===== config.mk =====
export PLATFORM = sky130hd
export DESIGN_NAME = fetch_queue
export DESIGN_NICKNAME = d
export VERILOG_FILES = /design/src/rtl/fetch_queue.sv
export SDC_FILE = /design/constraint.sdc
export NUM_CORES = 1
export LEC_CHECK = 0
export CAP_MARGIN = 0
export CELL_PAD_IN_SITES_DETAIL_PLACEMENT = 1
export CELL_PAD_IN_SITES_GLOBAL_PLACEMENT = 1
export CORE_UTILIZATION = 40
export DETAILED_ROUTE_END_ITERATION = 8
export HOLD_SLACK_MARGIN = 0.08
export PLACE_DENSITY_LB_ADDON = 0.05
export RECOVER_POWER = 100
export SLEW_MARGIN = 15
export SYNTH_ARGS = -nofsm -noshare
export SYNTH_HDL_FRONTEND = slang
export SYNTH_SLANG_ARGS = --single-unit

===== constraint.sdc =====
create_clock -name clk -period 3.25 [get_ports clk]
set_input_delay 0.65 -clock clk [delete_from_list [all_inputs] [get_ports clk]]
set_output_delay 0.65 -clock clk [all_outputs]
set_load 0.02 [all_outputs]

===== src/rtl/fetch_queue.sv =====
// rtl/fetch_queue.sv - instruction prefetch queue with redirect and epoch tagging
module fetch_queue #(
  parameter int XLEN  = 64,
  parameter int IW    = 32,
  parameter int DEPTH = 4,
  parameter int EPW   = 2
) (
  input  logic                       clk,
  input  logic                       rst_n,
  input  logic                       clear,
  input  logic                       trap_en,
  input  logic [XLEN-1:0]            trap_pc,
  input  logic                       bj_en,
  input  logic [XLEN-1:0]            bj_pc,
  input  logic                       in_valid,
  output logic                       in_ready,
  input  logic [XLEN-1:0]            in_pc,
  input  logic [IW-1:0]              in_inst,
  input  logic [EPW-1:0]             in_epoch,
  output logic                       out_valid,
  input  logic                       out_ready,
  output logic [XLEN-1:0]            out_pc,
  output logic [IW-1:0]              out_inst,
  output logic                       redirect_en,
  output logic [XLEN-1:0]            redirect_pc,
  output logic [EPW-1:0]             cur_epoch,
  output logic [$clog2(DEPTH):0]     count
);

  localparam int PW = $clog2(DEPTH);
  localparam int CW = PW + 1;

  logic [XLEN-1:0] pc_mem   [DEPTH];
  logic [IW-1:0]   inst_mem [DEPTH];
  logic [PW-1:0]   rd_ptr;
  logic [PW-1:0]   wr_ptr;

  logic flush;
  logic full;
  logic epoch_ok;
  logic push;
  logic pop;

  // Handshake qualifiers; a flush cycle swallows any push or pop
  always_comb begin
    flush     = clear | trap_en | bj_en;
    full      = (count == CW'(DEPTH));
    in_ready  = !full;
    out_valid = (count != '0);
    epoch_ok  = (in_epoch == cur_epoch);
    push      = in_valid & in_ready & epoch_ok & !flush;
    pop       = out_valid & out_ready & !flush;
  end

  // Head of the queue is presented straight from storage, no bypass
  always_comb begin
    out_pc   = pc_mem[rd_ptr];
    out_inst = inst_mem[rd_ptr];
  end

  // Entry storage; cleared on reset so the head reads zero out of reset
  always_ff @(posedge clk or negedge rst_n) begin
    if (!rst_n) begin
      for (int i = 0; i < DEPTH; i++) begin
        pc_mem[i]   <= '0;
        inst_mem[i] <= '0;
      end
    end else if (push) begin
      pc_mem[wr_ptr]   <= in_pc;
      inst_mem[wr_ptr] <= in_inst;
    end
  end

  // Pointers and occupancy; pointers wrap naturally since DEPTH is a power of two
  always_ff @(posedge clk or negedge rst_n) begin
    if (!rst_n) begin
      rd_ptr <= '0;
      wr_ptr <= '0;
      count  <= '0;
    end else if (flush) begin
      rd_ptr <= '0;
      wr_ptr <= '0;
      count  <= '0;
    end else begin
      if (push) wr_ptr <= wr_ptr + PW'(1);
      if (pop)  rd_ptr <= rd_ptr + PW'(1);
      count <= count + CW'(push) - CW'(pop);
    end
  end

  // Redirect pulse and target; trap beats branch/jump, clear alone redirects nowhere
  always_ff @(posedge clk or negedge rst_n) begin
    if (!rst_n) begin
      redirect_en <= 1'b0;
      redirect_pc <= '0;
    end else begin
      redirect_en <= trap_en | bj_en;
      if (trap_en) begin
        redirect_pc <= trap_pc;
      end else if (bj_en) begin
        redirect_pc <= bj_pc;
      end
    end
  end

  // Every flush opens a new epoch so responses requested before it are dropped
  always_ff @(posedge clk or negedge rst_n) begin
    if (!rst_n) begin
      cur_epoch <= '0;
    end else if (flush) begin
      cur_epoch <= cur_epoch + EPW'(1);
    end
  end

endmodule

==> results of run 1 <==
[metrics by stage]
stage / total power, mW / setup slack (ns)
floorplan: 8.79 / 0.464
global placement: 10.9 / 0.222
detailed placement: 10.9 / 0.197
CTS: 16.8 / -0.0571
global route: 17.2 / -0.0810
finish: 16.5 / 0.000488
[final timing paths]
kind                             start           to  slack [ns]  depth (start not counted)
setup reg to reg              count[1]   pc_mem[85]        0.31                          6
setup / recovery             rd_ptr[0]   out_pc[42]      0.0005                          3
max in group asynchronous        rst_n   pc_mem[96]        0.37                          4
hold / removal                 trap_en  redirect_en        0.38                          2
min in group asynchronous        rst_n  pc_mem[180]        0.94                          2
hold reg to reg            pc_mem[217]  pc_mem[217]        0.48                          1
[sequential cells by signal (all words and copies together), names as in the netlist]
| signal | cells |
|---|---|
| count | 3 |
| cur_epoch | 2 |
| inst_mem | 128 |
| pc_mem | 256 |
| rd_ptr | 2 |
| redirect_en | 1 |
| redirect_pc | 64 |
| wr_ptr | 2 |
[cells by family after synthesis]
kind of cell             Yosys count
multiplexers                     545
flip-flops                       458
buffers and inverters             89
AND/OR/NAND/NOR                   86
AO/OA/AOI/OAI                     64
XOR/XNOR                           9
adder cells (fa/ha/maj)            7
[cell type report]
| type | instances | area (um2) | area share (%) |
|---|---|---|---|
| Timing Repair Buffer | 446 | 4410 | 16.7 |
| Multi-Input combinational cell | 711 | 8010 | 30.3 |
| Inverter | 4 | 15.0 | 0.0568 |
| Sequential cell | 458 | 11500 | 43.4 |
| Clock buffer | 75 | 1560 | 5.89 |
| Tap cell | 664 | 831 | 3.14 |
| Antenna cell | 12 | 30.0 | 0.114 |
| Clock inverter | 17 | 128 | 0.482 |
[report_power, final]
part	total (mW)	internal, mW	switching, mW
registers	6.69	6.35	0.340
clock network	5.74	3.39	2.35
logic	4.04	2.18	1.86
total	16.5	11.9	4.54
[critical path: stages, from the launching register on]
cell	delay (ns)
dfrtp_4	0.51
bufbuf_16	0.39
mux4_2	0.54
clkdlybuf4s50_1	0.57
[cell usage in the layout (no fill, tap or decap), types with 2 or more instances in the layout]
cell type / synthesis / routed
buf_12: 0 / 5
buf_4: 20 / 10
clkbuf_1: 26 / 10
clkbuf_16: 0 / 53
clkbuf_2: 0 / 13
clkbuf_4: 0 / 13
clkbuf_8: 0 / 15
clkdlybuf4s50_1: 0 / 321
clkinv_2: 0 / 14
dfrtp_1: 458 / 456
dfrtp_4: 0 / 2
diode_2: 0 / 12
dlygate4sd2_1: 0 / 3
dlygate4sd3_1: 0 / 74
ha_1: 6 / 6
inv_1: 4 / 4
mux2_1: 160 / 160
mux2_2: 224 / 224
mux2i_1: 65 / 65
mux4_2: 96 / 96
nand2_1: 67 / 67
nand3_1: 1 / 3
nor2_1: 7 / 7
o21ai_0: 64 / 64
or3_1: 2 / 2
xnor2_1: 5 / 5
xor2_1: 4 / 4
[metal layers]
metal | up-vias | share of wire [%] | track usage (%) | wire, um
li1 | 5466 | - | - | -
met1 | 6483 | 40 | 26.1 | 21400
met2 | 287 | 51 | 36.9 | 27600
met3 | 92 | 6.3 | 6.32 | 3430
met4 | 6 | 3.2 | 9.09 | 1740
met5 | - | 0.065 | 0 | 35
[repair_timing]
action,CTS,global route
gates resized for setup,4,0
hold buffers,1,0
endpoints found under the setup margin,47,45
cloned,1,0
hold endpoints to repair,50,0
==> impl_metrics.env, run 1 <==
export IMPL_status="complete, but fails checks"
export IMPL_violations="max-capacitance violations, max-slew violations"
export IMPL_fmax_mhz=308
export IMPL_synth_simple_area_share_pct=2.07
export IMPL_holdWs_ns=0.384
export IMPL_synthXorXnorAreaFrac_pct=0.391
export IMPL_die_x_um=227
export IMPL_io_pins=401
export IMPL_syn_area_per_cell_um2=16.0
export IMPL_place_gp_congestion=0.767
export IMPL_worstPathMaxFanout=23
export IMPL_total_leakage_power_nw=12.4
export IMPL_synthMuxAreaShare_pct=35.4
export IMPL_synthDistinctLibCells=27
export IMPL_track_usage_pct=21.9
export IMPL_num_vias=12300
export IMPL_dieArea_um2=51300
export IMPL_drtIter0Drc=471
export IMPL_ir_worst_vdd_uv=361
export IMPL_grt_max_degree=103
export IMPL_synthDominantCellAreaShare_pct=56.8
export IMPL_grt_pass1_wl_um=85100
export IMPL_cts_htree_levels=2
export IMPL_antenna_found_initial=15
export IMPL_cts_sinks=458
export IMPL_postLayoutCoreUtil_pct=53.6
export IMPL_synth_compound_area_share_pct=1.59
export IMPL_fin_crit_sh_pct=100
export IMPL_coreArea_um2=49400
export IMPL_maxCapViolations=1
export IMPL_detail_route_first_pass_iterations=4
export IMPL_synth_area_top_cells="dfrtp_1 57%, mux2_2 13%, mux4_2 11%"
export IMPL_grt_overflow_total=0
export IMPL_ys_top_cells_by_count="458 x dfrtp_1, 224 x mux2_2, 160 x mux2_1"
export IMPL_area_delta_synth_final_pct=31.1
export IMPL_ys_seq_area_share_pct=56.8
export IMPL_synth_adder_area_share_pct=0.471
export IMPL_fillers=4770
export IMPL_netlist_instances=1258
export IMPL_relSlewSlack_pct=-40.8
export IMPL_synth_top_area_cell="dfrtp_1"
export IMPL_insertion_delay_ns=0.59
export IMPL_critical_path_class="register to primary output"
export IMPL_clkTransAtPathRegs_ns=0.05
export IMPL_io_buffers=400
export IMPL_synth_area_um2=20200
export IMPL_fin_area_um2=26500
export IMPL_synth_seq_cells=458
export IMPL_rows=81
export IMPL_cts_tree="done"
export IMPL_finalSetupTns_ns=0
export IMPL_setup_viol=0
export IMPL_drv_slew=61
export IMPL_synth_ff_type="dfrtp_1"
export IMPL_hp_class="input port to register"
export IMPL_die_h_um=227
export IMPL_clock_skew_ns=0.0192
export IMPL_startpoint_type="register"
export IMPL_arrival_ns=2.60
export IMPL_synth_edff_count=0
export IMPL_postPlaceCellArea_um2=25000
export IMPL_placedCellCount=2281
export IMPL_dp_hpwl_um=36500
export IMPL_ant_nets=0
export IMPL_syn_nets=1498
export IMPL_vias_per_cell=5.17
export IMPL_cts_inserted_buffers=52
export IMPL_ys_warn_count=0
export IMPL_drc=0
export IMPL_worstMarginPinSlew_ns=2.11
export IMPL_async_flop_share_pct=100
export IMPL_cts_setup_buffers=0
export IMPL_root_buffer="clkbuf_16"
export IMPL_hold_viol=0
export IMPL_nNetsFinal=1913
export IMPL_worstSetupEndpointType="primary output"
export IMPL_required_ns=2.60
export IMPL_rsz0062_at_grt="yes"
export IMPL_start_util_pct=40.9
export IMPL_synth_top_family_by_area="multiplexers"
export IMPL_wire_per_inst_um=22.7
export IMPL_drive_gt1_share_pct=26.7
export IMPL_p_per_area_nw_per_um2=623
export IMPL_clockBufferDepth=3
export IMPL_timing_final_crit_period_ns=3.25
export IMPL_yosysMostFrequentCell="dfrtp_1"
export IMPL_wirelength_um=54200
export IMPL_fin_cells=2387
export IMPL_grt_pass1_vias=14300
(Power assumes the default switching activity.)
==> run 2, diff against run 1 <==
ABC_AREA = 1   (was unset)
CORE_UTILIZATION = 39   (was 40)
TNS_END_PERCENT = 5   (was unset)
==> run 2 against run 1 <==
Compared with the run above: the flow finishes with violations (max-capacitance violations, max-slew violations, negative setup slack); global-route usage up 6.7 points; largest cell class unchanged; die area up 11%; critical endpoint is now out_pc[25]; flip-flop and latch count unchanged; power up 3.8%; final cell count up 56%; sequential share of layout area down 2.3 points.
==> impl_metrics.env, run 2 <==
export IMPL_p_sw_mw=5.58
export IMPL_dpl_worst_slack_ns=0.335
export IMPL_rsz0062_at_grt="yes"
export IMPL_dp_hpwl_um=46000
export IMPL_detail_route_first_pass_iterations=5
export IMPL_fmax_mhz=300
export IMPL_syn_area_per_cell_um2=8.18
export IMPL_cts_tree="done"
export IMPL_synth_edff_count=0
export IMPL_root_buffer="clkbuf_16"
export IMPL_relSlewSlack_pct=-3.89
export IMPL_ant_nets=0
export IMPL_fin_cells=3722
export IMPL_use_met1_pct=38.8
export IMPL_synth_ff_type="dfrtp_1"
export IMPL_p_int_mw=11.5
export IMPL_mostFrequentLayoutCells="850 x nand2_1, 456 x dfrtp_1, 385 x nand4_1"
export IMPL_worstSetupEndpointType="primary output"
export IMPL_hp_class="register to register"
export IMPL_synth_area_um2=21900
export IMPL_clock_skew_ns=0.0166
export IMPL_worstPathMaxFanout=34
export IMPL_synth_top_area_cell="dfrtp_1"
export IMPL_io_pins=401
export IMPL_async_flop_share_pct=100
export IMPL_grt_max_degree=197
export IMPL_drive_gt1_share_pct=5.39
export IMPL_start_util_pct=39.6
export IMPL_track_usage_pct=28.5
export IMPL_rows=86
export IMPL_yosysMostFrequentCell="nand2_1"
export IMPL_violations="max-capacitance violations, max-slew violations, negative setup slack"
export IMPL_area_delta_synth_final_pct=27.6
export IMPL_dieArea_um2=57000
export IMPL_synth_area_top_cells="dfrtp_1 52%, nand2_1 15%, nand4_1 11%"
export IMPL_clkPwrFrac_pct=35.9
export IMPL_grt_pass1_vias=22300
export IMPL_grt_busiest_layer="met2"
export IMPL_cts_sinks=458
export IMPL_swShare_pct=32.6
export IMPL_die_h_um=239
export IMPL_required_ns=2.60
export IMPL_grt_pass1_wl_um=129000
export IMPL_arrival_ns=2.68
export IMPL_grt_overflow_total=0
export IMPL_finalSetupTns_ns=-0.135
export IMPL_drtIter0Drc=1683
export IMPL_wirelength_um=82200
export IMPL_postPlaceCellArea_um2=26500
export IMPL_drc=0
export IMPL_grtUsageMet2_pct=47.0
export IMPL_insertion_delay_ns=0.60
export IMPL_ys_top_cells_by_count="850 x nand2_1, 458 x dfrtp_1, 385 x nand4_1"
export IMPL_cts_htree_levels=2
export IMPL_fin_area_um2=27900
export IMPL_largest_registers="pc_mem x256, inst_mem x128, redirect_pc x64"
export IMPL_fin_crit_sh_pct=103
export IMPL_wire_per_inst_um=22.1
export IMPL_power_total_mw=17.1
export IMPL_drv_slew=255
export IMPL_synth_seq_cells=458
export IMPL_num_vias=21200
export IMPL_worst_slack_ns=-0.0846
export IMPL_p_per_area_nw_per_um2=613
export IMPL_maxCapViolations=3
export IMPL_pwr_share_seq_pct=39.6
export IMPL_holdWs_ns=0.464
export IMPL_clockBufferDepth=3
export IMPL_worstMarginPinSlew_ns=1.56
export IMPL_final_common_cell="nand2_1"
export IMPL_postLayoutCoreUtil_pct=50.5
export IMPL_syn_nets=2915
export IMPL_coreArea_um2=55200
export IMPL_ys_seq_area_share_pct=52.4
export IMPL_clkTransAtPathRegs_ns=0.06
export IMPL_cts_inserted_buffers=53
export IMPL_regMostFlops="pc_mem"
export IMPL_place_gp_congestion=0.786
export IMPL_setup_viol=5
export IMPL_die_x_um=239
export IMPL_startpoint_type="register"
export IMPL_largest_register_ffs=256
export IMPL_hold_viol=0
export IMPL_synthDistinctLibCells=24
export IMPL_synthDominantCellAreaShare_pct=52.4
export IMPL_status="complete, but fails checks"
export IMPL_critical_path_class="register to primary output"
export IMPL_netlist_instances=2675
export IMPL_placedCellCount=3617
export IMPL_ir_worst_vdd_uv=386
export IMPL_grtUsageMet3_pct=4.88
export IMPL_antenna_found_initial=5
export IMPL_timing_final_crit_period_ns=3.33
export IMPL_vias_per_cell=5.69
export IMPL_pwr_share_comb_pct=24.5
export IMPL_nNetsFinal=3167
export IMPL_io_buffers=400
export IMPL_total_leakage_power_nw=14.0
export IMPL_ys_warn_count=0
-- run 2: cell count changes in the layout (fill, tap and decap cells not counted), sizes merged, moves of 63 or more --
| cell | delta |
|---|---|
| clkdlybuf4s50 | -80 |
| nor2 | +196 |
| o21ai | +130 |
| inv | +76 |
| mux4 | -96 |
| nand3 | +63 |
| mux2i | -65 |
| nand2 | +783 |
| nand4 | +389 |
| o211ai | +64 |
| mux2 | -384 |
| o22ai | +96 |
-- run 2: path summary, 6_finish.rpt --
path	cells after the start	slack [ns]	to	startpoint
worst min register to register	2	0.46	pc_mem[177]	pc_mem[177]
worst min-delay path	2	0.46	pc_mem[177]	pc_mem[177]
worst max-delay path	6	-0.08	out_pc[25]	rd_ptr[1]
worst max register to register	9	0.49	wr_ptr[1]	count[1]
max in group asynchronous	3	0.35	redirect_pc[41]	rst_n
min in group asynchronous	2	0.96	pc_mem[233]	rst_n
-- run 2: cell families (layout without fill, tap and decap cells) --
kind of cell	after synthesis	in the layout	synth area share, %
AOI/OAI and AO/OA	356	356	9.43
xor gates and xnor gates	3	3	0.120
adders and majority gates	7	7	0.435
buffers and inverters	339	634	6.65
DFF	458	458	52.4
other	0	4	0
and+or+nand+nor	1512	1512	31.0
-- run 2: per-layer routing --
| layer | share of wire, % | vias up |
|---|---|---|
| met1 | 44 | 10800 |
| met5 | 0.041 | - |
| met4 | 1.9 | 4 |
| li1 | - | 9665 |
| met3 | 5.3 | 101 |
| met2 | 49 | 565 |
-- run 2: cell type report --
cell class	instances	area, um2
antenna	4	10.0
clock inverter	10	104
tap	748	936
timing repair buffer	456	4320
clock buffer	88	1690
fill	6531	27300
sequential	458	11500
inverter	80	317
multi-input combinational	1878	9060
-- run 2: power by group through the flow --
stage                     clock network [mW]  logic (mW)  registers [mW]
after CTS                               6.27        4.69            6.77
after floorplan                            0        2.26            6.88
after detailed placement                   0        4.76            6.86
after global routing                    6.49        4.52            6.85
after global placement                     0        4.70            6.83
final                                   6.13        4.19            6.77
-- run 2: timing repair --
item                                    CTS  global route
setup buffers                             0             0
gates cloned                              0             2
hold endpoints to repair                 47             0
hold buffers                              1             0
endpoints found under the setup margin   93            70
gates resized for setup                  31            64
-- run 2: worst max-delay path, cell delays in order (launching register included) --
cell and delay [ns]:
dfrtp_2 0.46, inv_2 0.12, buf_12 0.21, buf_12 0.22
o21ai_0 0.13, o22ai_1 0.24, clkdlybuf4s50_1 0.66
